==> config.mk <==
export PLATFORM = sky130hd
export DESIGN_NAME = risk_sequencer
export DESIGN_NICKNAME = d
export VERILOG_FILES = /design/src/rtl/risk_sequencer.sv
export SDC_FILE = /design/constraint.sdc
export NUM_CORES = 1
export LEC_CHECK = 0
export CORE_ASPECT_RATIO = 2
export CORE_MARGIN = 1
export CORE_UTILIZATION = 48
export CTS_CLUSTER_DIAMETER = 150
export DETAILED_ROUTE_END_ITERATION = 12
export MAX_ROUTING_LAYER = met4
export PLACE_DENSITY = 0.81
export SYNTH_ARGS = -nofsm -noshare
export SYNTH_HDL_FRONTEND = slang
export SYNTH_SLANG_ARGS = --single-unit
==> constraint.sdc <==
create_clock -name clk -period 3.55 [get_ports clk]
set_input_delay 0.355 -clock clk [delete_from_list [all_inputs] [get_ports clk]]
set_output_delay 0.355 -clock clk [all_outputs]
set_load 0.01 [all_outputs]
==> src/rtl/risk_sequencer.sv <==
// risk_sequencer: expands one tiled load/store descriptor into a run of
// risk ops, each held HOLD cycles, with done/aborted status at the end.
module risk_sequencer #(
  parameter int FUNC_W   = 3,
  parameter int REG_W    = 5,
  parameter int ADDR_W   = 17,
  parameter int STRIDE_W = 15,
  parameter int CNT_W    = 8,
  parameter int HOLD     = 2
) (
  input  logic                clk,
  input  logic                reset,
  input  logic                cmd_valid,
  output logic                cmd_ready,
  input  logic [FUNC_W-1:0]   cmd_func,
  input  logic [REG_W-1:0]    cmd_reg,
  input  logic [REG_W-1:0]    cmd_reg_step,
  input  logic [ADDR_W-1:0]   cmd_addr,
  input  logic [ADDR_W-1:0]   cmd_addr_step,
  input  logic [STRIDE_W-1:0] cmd_stride_x,
  input  logic [STRIDE_W-1:0] cmd_stride_y,
  input  logic [CNT_W-1:0]    cmd_count,
  input  logic                abort,
  output logic [FUNC_W-1:0]   risk_func,
  output logic [REG_W-1:0]    risk_reg,
  output logic [ADDR_W-1:0]   risk_addr,
  output logic [STRIDE_W-1:0] risk_stride_x,
  output logic [STRIDE_W-1:0] risk_stride_y,
  output logic                busy,
  output logic                done,
  output logic                aborted
);

  localparam int HW = (HOLD > 1) ? $clog2(HOLD) : 1;
  localparam logic [HW-1:0] HOLD_M1 = HW'(HOLD - 1);

  localparam logic [1:0] S_IDLE  = 2'd0;
  localparam logic [1:0] S_ISSUE = 2'd1;
  localparam logic [1:0] S_DONE  = 2'd2;

  logic [1:0]          r_state;
  logic [FUNC_W-1:0]   r_func;
  logic [REG_W-1:0]    r_reg;
  logic [REG_W-1:0]    r_reg_step;
  logic [ADDR_W-1:0]   r_addr;
  logic [ADDR_W-1:0]   r_addr_step;
  logic [STRIDE_W-1:0] r_sx;
  logic [STRIDE_W-1:0] r_sy;
  logic [CNT_W-1:0]    r_remain;
  logic [HW-1:0]       r_hold;
  logic                r_busy;
  logic                r_done;
  logic                r_aborted;
  logic                w_accept;
  logic                w_op_end;

  assign cmd_ready = (r_state == S_IDLE) && !reset;
  assign w_accept  = cmd_valid && cmd_ready;
  assign w_op_end  = (r_hold == '0);

  assign risk_func     = r_func;
  assign risk_reg      = r_reg;
  assign risk_addr     = r_addr;
  assign risk_stride_x = r_sx;
  assign risk_stride_y = r_sy;
  assign busy          = r_busy;
  assign done          = r_done;
  assign aborted       = r_aborted;

  // Sequencer FSM: latch descriptor, step running adders, emit done status.
  always_ff @(posedge clk or posedge reset) begin
    if (reset) begin
      r_state     <= S_IDLE;
      r_func      <= '0;
      r_reg       <= '0;
      r_reg_step  <= '0;
      r_addr      <= '0;
      r_addr_step <= '0;
      r_sx        <= '0;
      r_sy        <= '0;
      r_remain    <= '0;
      r_hold      <= '0;
      r_busy      <= 1'b0;
      r_done      <= 1'b0;
      r_aborted   <= 1'b0;
    end else begin
      case (r_state)
        S_IDLE: begin
          r_done    <= 1'b0;
          r_aborted <= 1'b0;
          if (w_accept) begin
            r_busy      <= 1'b1;
            r_reg_step  <= cmd_reg_step;
            r_addr_step <= cmd_addr_step;
            r_hold      <= HOLD_M1;
            if (cmd_count == '0) begin
              r_state <= S_DONE;
              r_done  <= 1'b1;
            end else begin
              r_state  <= S_ISSUE;
              r_func   <= cmd_func;
              r_reg    <= cmd_reg;
              r_addr   <= cmd_addr;
              r_sx     <= cmd_stride_x;
              r_sy     <= cmd_stride_y;
              r_remain <= cmd_count - 1'b1;
            end
          end
        end
        S_ISSUE: begin
          if (abort || (w_op_end && r_remain == '0)) begin
            r_state   <= S_DONE;
            r_done    <= 1'b1;
            r_aborted <= abort;
            r_func    <= '0;
            r_reg     <= '0;
            r_addr    <= '0;
            r_sx      <= '0;
            r_sy      <= '0;
          end else if (w_op_end) begin
            r_reg    <= r_reg + r_reg_step;
            r_addr   <= r_addr + r_addr_step;
            r_remain <= r_remain - 1'b1;
            r_hold   <= HOLD_M1;
          end else begin
            r_hold <= r_hold - 1'b1;
          end
        end
        S_DONE: begin
          r_state   <= S_IDLE;
          r_busy    <= 1'b0;
          r_done    <= 1'b0;
          r_aborted <= 1'b0;
        end
        default: begin
          r_state <= S_IDLE;
          r_busy  <= 1'b0;
          r_done  <= 1'b0;
        end
      endcase
    end
  end

endmodule
== After elaboration in Yosys (flattened, before gate mapping) ==
Cells that the tools add are included.

* Bits in registers: 91
* Input port bits: 89
* Output and inout port bits: 59

* Add/subtract/negate cells: 5
* Eq/ne operators: 8
* Multiplexer cells: 41
* Bitwise gates (word level): 2
* Reductions and logical operators: 19

{| class="wikitable"
|+ Operators by type and width
! operator !! number
|-
| 2-to-1 mux 15 bit || 5
|-
| 2-to-1 mux 17 bit || 4
|-
| one-hot mux 15 bit (2 select lines) || 2
|-
| one-hot mux 17 bit (2 select lines) || 1
|-
| 2-to-1 mux 8 bit || 4
|-
| 2-to-1 mux 5 bit || 4
|-
| adder 17 bit || 1
|-
| logical NOT 8 bit || 2
|-
| one-hot mux 8 bit (2 select lines) || 1
|-
| subtractor 8 x 1 -> 8 bit, second input constant || 2
|-
| inequality test 2 bit, second input constant || 5
|-
| one-hot mux 5 bit (2 select lines) || 1
|-
| 2-to-1 mux 3 bit || 3
|-
| one-hot mux 1 bit (2 select lines) || 4
|-
| AND reduction 2 bit || 4
|-
| AND reduction 4 bit || 2
|-
| 2-to-1 mux 1 bit || 7
|-
| 2-to-1 mux 2 bit || 3
|-
| one-hot mux 3 bit (2 select lines) || 1
|-
| adder 5 bit || 1
|-
| AND reduction 5 bit || 1
|-
| one-hot mux 2 bit (2 select lines) || 1
|-
| nonzero test 2 bit || 2
|-
| logical AND 1 bit || 3
|-
| other kinds (10) || 11
|}

== Logic depth before layout (Yosys ltp) ==
* Depth in word-level cells: 5
* Mapped depth: 11
* Mapped depth without buffers: 10

== Worst setup path after synthesis ==
Ideal clock, no wire load.

* Path kind: register to register
* From: register r_state[0]
* To: register r_remain[6]
* Library setup time: 0.140 ns
* Arrival time: 2.534 ns
* Data required time: 3.410 ns
* Setup slack: 0.876 ns
* Stages on the path, launching flop included: 11
* Clock period less this slack: 2.674 ns
* Cells stage by stage: dfrtp_1 buf_2 nor2b_1 buf_2 buf_1 mux2i_1 ha_1 o21ai_1 or2_2 a2111oi_0 a211oi_1

* Longest elaborated chain between the ends: 5
* Elaborated cells on any way between the ends: 11
* Those cells by class: eq/ne (5); mux (1); reduce/logical (5)

{| class="wikitable"
|+ RTL lines
! item !! line !! RTL
|-
| from (decl) || 41 || <nowiki>logic [1:0] r_state;</nowiki>
|-
| from (signal assigned) || 73 || <nowiki>r_state <= S_IDLE;</nowiki>
|-
| from (signal assigned) || 97 || <nowiki>r_state <= S_DONE;</nowiki>
|-
| from (signal assigned) || 100 || <nowiki>r_state <= S_ISSUE;</nowiki>
|-
| logical NOT 2 bit || 57, 87 ||
|-
| logical AND 1 bit || 57 || <nowiki>assign cmd_ready = (r_state == S_IDLE) && !reset;</nowiki>
|-
| logical AND 1 bit || 58 || <nowiki>assign w_accept = cmd_valid && cmd_ready;</nowiki>
|-
| inequality test 2 bit (no source line) || n/a ||
|-
| AND reduction 5 bit (no source line) || n/a ||
|-
| to (signal assigned) || 106 || <nowiki>r_remain <= cmd_count - 1'b1;</nowiki>
|-
| to (signal assigned) || 123 || <nowiki>r_remain <= r_remain - 1'b1;</nowiki>
|-
| to (decl) || 49 || <nowiki>logic [CNT_W-1:0] r_remain;</nowiki>
|}

Parallel ways exist; a longest one is shown, timed or not.
A chain may end at the register's enable or synchronous reset.

== Final worst setup path ==
* From: register r_state[1]
* To: register r_remain[6]

The elaborated chain is that of the path after synthesis.

==> flow_summary.ini <==
[placement]
port_buffers = 147
dp_hpwl_mm = 11.2
dp_cells = 859
routabilityCongestion = 0.901

[die]
num_rows = 52
die_w_um = 74.4
die-area_um2 = 10900
core_region_area_um2 = 10100
start_util = 0.496
io_pins = 148
die-height_um = 147

[synthesis]
syn_inst = 592
yosysTopAreaCellShare = 0.452
ys_types = 52
yosysMostFrequentCell = nand2_1
synthTopCellsByCount = nand2_1 (163), dfrtp_1 (91), nand3_1 (46), nor2_1 (37), o21ai_0 (28)
syn_nets = 704
synth_area_per_cell_um2 = 8.50
async_reset_ff_frac = 1.00
synth_ff_type = dfrtp_1
synth_edf_count = 0
seq_area_frac_synth = 0.452
ys_ff_latch = 91
syn-cell-area_um2 = 5030
yosys-top-cells-area = dfrtp_1 (45%), nand2_1 (12%), ha_1 (5.2%)
yosys_warnings = 0
synth_largest_area_cell = dfrtp_1

[clocking]
clock-sinks = 91
post-cts-setup-buffer-count = 0
clock_latency_ns = 0.35
htreeDepth = 3
hold_buffers = 0
cts_tree = built
root_buffer = clkbuf_16
cts.clk_slew.worst_paths_ns = 0.07
cts_resized = 0
cts_buffers = 9
cts_buffer_depth = 2

[cells_and_area]
fin_cells = 875
nNetsFinal = 847
drive_above_1_share = 0.0568
area_delta_synth_final_pct = 38.2
n_antenna_cell = 0
fillCellCount = 868

[worst_setup_path]
cp-start-kind = flop
crit_slowest_cell = nor2b_1
endpoint_kind = flop
arrival_ns = 2.96
required_ns = 3.75
critical_path_class = flop to flop
critPathBufInv = 0
cp_top_family = simple AND/OR/NAND/NOR gates
cpPeakStageDelay_ns = 0.47
crit_chain = nor2b_1 -> mux2i_1 -> ha_1 -> o21ai_1 -> or2_2 -> a2111oi_0 -> a211oi_1
rrSetupSlack_ns = 0.79
crit_fanout = 6

[timing]
period_share = 0.776
hold_viol = 0
fmax_mhz = 363
finalCriticalPeriod_ns = 2.76
rsz0062_at_grt = no
tightest_slew_ns = 0.846
setup_tns_ns = 0
finalClockSkew_ns = 0.00983
setup_violations = 0
max_slew_margin = 0.434
drv_slew = 0

[pwr]
powerDensity_nw_per_um2 = 734
finalPower_mw = 5.10
ir_drop_uv = 494
p_leak_nw = 3.15

[job]
maxCapViolCount = 0

[routing]
drc = 0
drtAntennaViolNets = 0
dr.first_iter.drc_count = 335
firstDrtPassIters = 5
vias_per_cell = 5.67
wirelength_mm = 14.9
num_vias = 4965
wl_per_cell_um = 17.0

[global_route]
grt_max_degree = 58
grt_pass1_vias = 5053
grtUsageTotal = 0.296
grt_pass1_wl_mm = 24.1
grt_overflow = 0
antenna_found_initial = 0

[min_path]
hp-class = flop to flop

[outcome]
status = finished clean
## layout by cell type, fill, tap and decap left out, types with 3 or more instances in the layout
| master | count |
|---|---|
| nand3b_1 | 3 |
| buf_4 | 13 |
| a211oi_1 | 10 |
| mux2i_1 | 5 |
| o21ai_0 | 28 |
| nor2b_1 | 9 |
| nor3_1 | 14 |
| a31oi_1 | 7 |
| a21oi_1 | 27 |
| a2111oi_0 | 3 |
| nand2_1 | 163 |
| dfrtp_1 | 91 |
| o211ai_1 | 7 |
| a21o_1 | 6 |
| ha_1 | 21 |
| nand3_1 | 46 |
| clkdlybuf4s50_1 | 147 |
| nand2b_1 | 7 |
| clkbuf_16 | 9 |
| inv_1 | 8 |
| nor2_1 | 37 |
| and3_1 | 4 |
| a311oi_1 | 3 |
| xnor2_1 | 6 |
| a221oi_1 | 7 |
| o21ai_1 | 7 |
| o21a_1 | 3 |
| xor2_1 | 7 |
## path summary, 6_finish.rpt
kind,startpoint,end,cells past startpoint
worst max-delay path,r_state[1]$_DFFE_PP0P_,r_remain[6]$_DFFE_PP0P_,7
max in group asynchronous,reset,risk_stride_y[14]$_DFFE_PP0P_,3
min in group asynchronous,reset,r_remain[3]$_DFFE_PP0P_,2
worst min register to register,risk_func[2]$_DFFE_PP0P_,risk_func[2]$_DFFE_PP0P_,2
worst max register to register,r_state[1]$_DFFE_PP0P_,r_remain[6]$_DFFE_PP0P_,7
worst min-delay path,risk_func[2]$_DFFE_PP0P_,risk_func[2]$_DFFE_PP0P_,2
## layer usage
| metal | track usage | wire, µm | share of wire | up-vias |
|---|---|---|---|---|
| met5 | - | 0 | 0 | - |
| met4 | 0.138 | 510 | 0.034 | 0 |
| met3 | 0.0446 | 890 | 0.060 | 39 |
| met2 | 0.520 | 8060 | 0.54 | 229 |
| met1 | 0.312 | 5440 | 0.37 | 2341 |
| li1 | - | - | - | 2356 |
## area by class of cell
type                    count  area [µm²]  share of cell area
clock buffers              10         239              0.0344
clock inverters             6        46.3             0.00666
inverters                   9        35.0             0.00504
multi-input cells         463        2600               0.374
flip-flops and latches     91        2280               0.327
well taps                 135         169              0.0243
repair buffers            161        1590               0.228
## cells by family (layout without fill, tap and decap cells)
family          after synthesis  count (layout)  share of synthesized area
fa+ha+maj                    23              23                     0.0602
compound gates              123             123                      0.158
flops                        91              91                      0.452
xor+xnor                     13              13                     0.0226
buf+inv                      38             186                     0.0316
simple gates                297             297                      0.261
mux                           7               7                     0.0144
## per-stage QoR
step            util  setup slack, ns  hold slack [ns]  instance area (µm²)
2_1_floorplan      -            0.831            0.450                 5030
3_3_place_gp   0.657            0.631            0.450                 6670
3_5_place_dp   0.657            0.558            0.455                 6670
4_1_cts        0.685            0.761            0.470                 6960
5_1_grt        0.685            0.593            0.490                 6960
6_report       0.685            0.794            0.468                 6960
## worst min-delay path, delay by kind of cell, from the launching register on
family / cells / cell delay (ns)
flip-flops: 1 / 0.34
AND/OR/NAND/NOR: 2 / 0.10
## power by group
part           total, mW  internal (mW)  switching, mW
Combinational       2.46           1.19           1.27
Sequential          1.73           1.40          0.322
Clock              0.911          0.498          0.413
(Power assumes the default switching activity.)
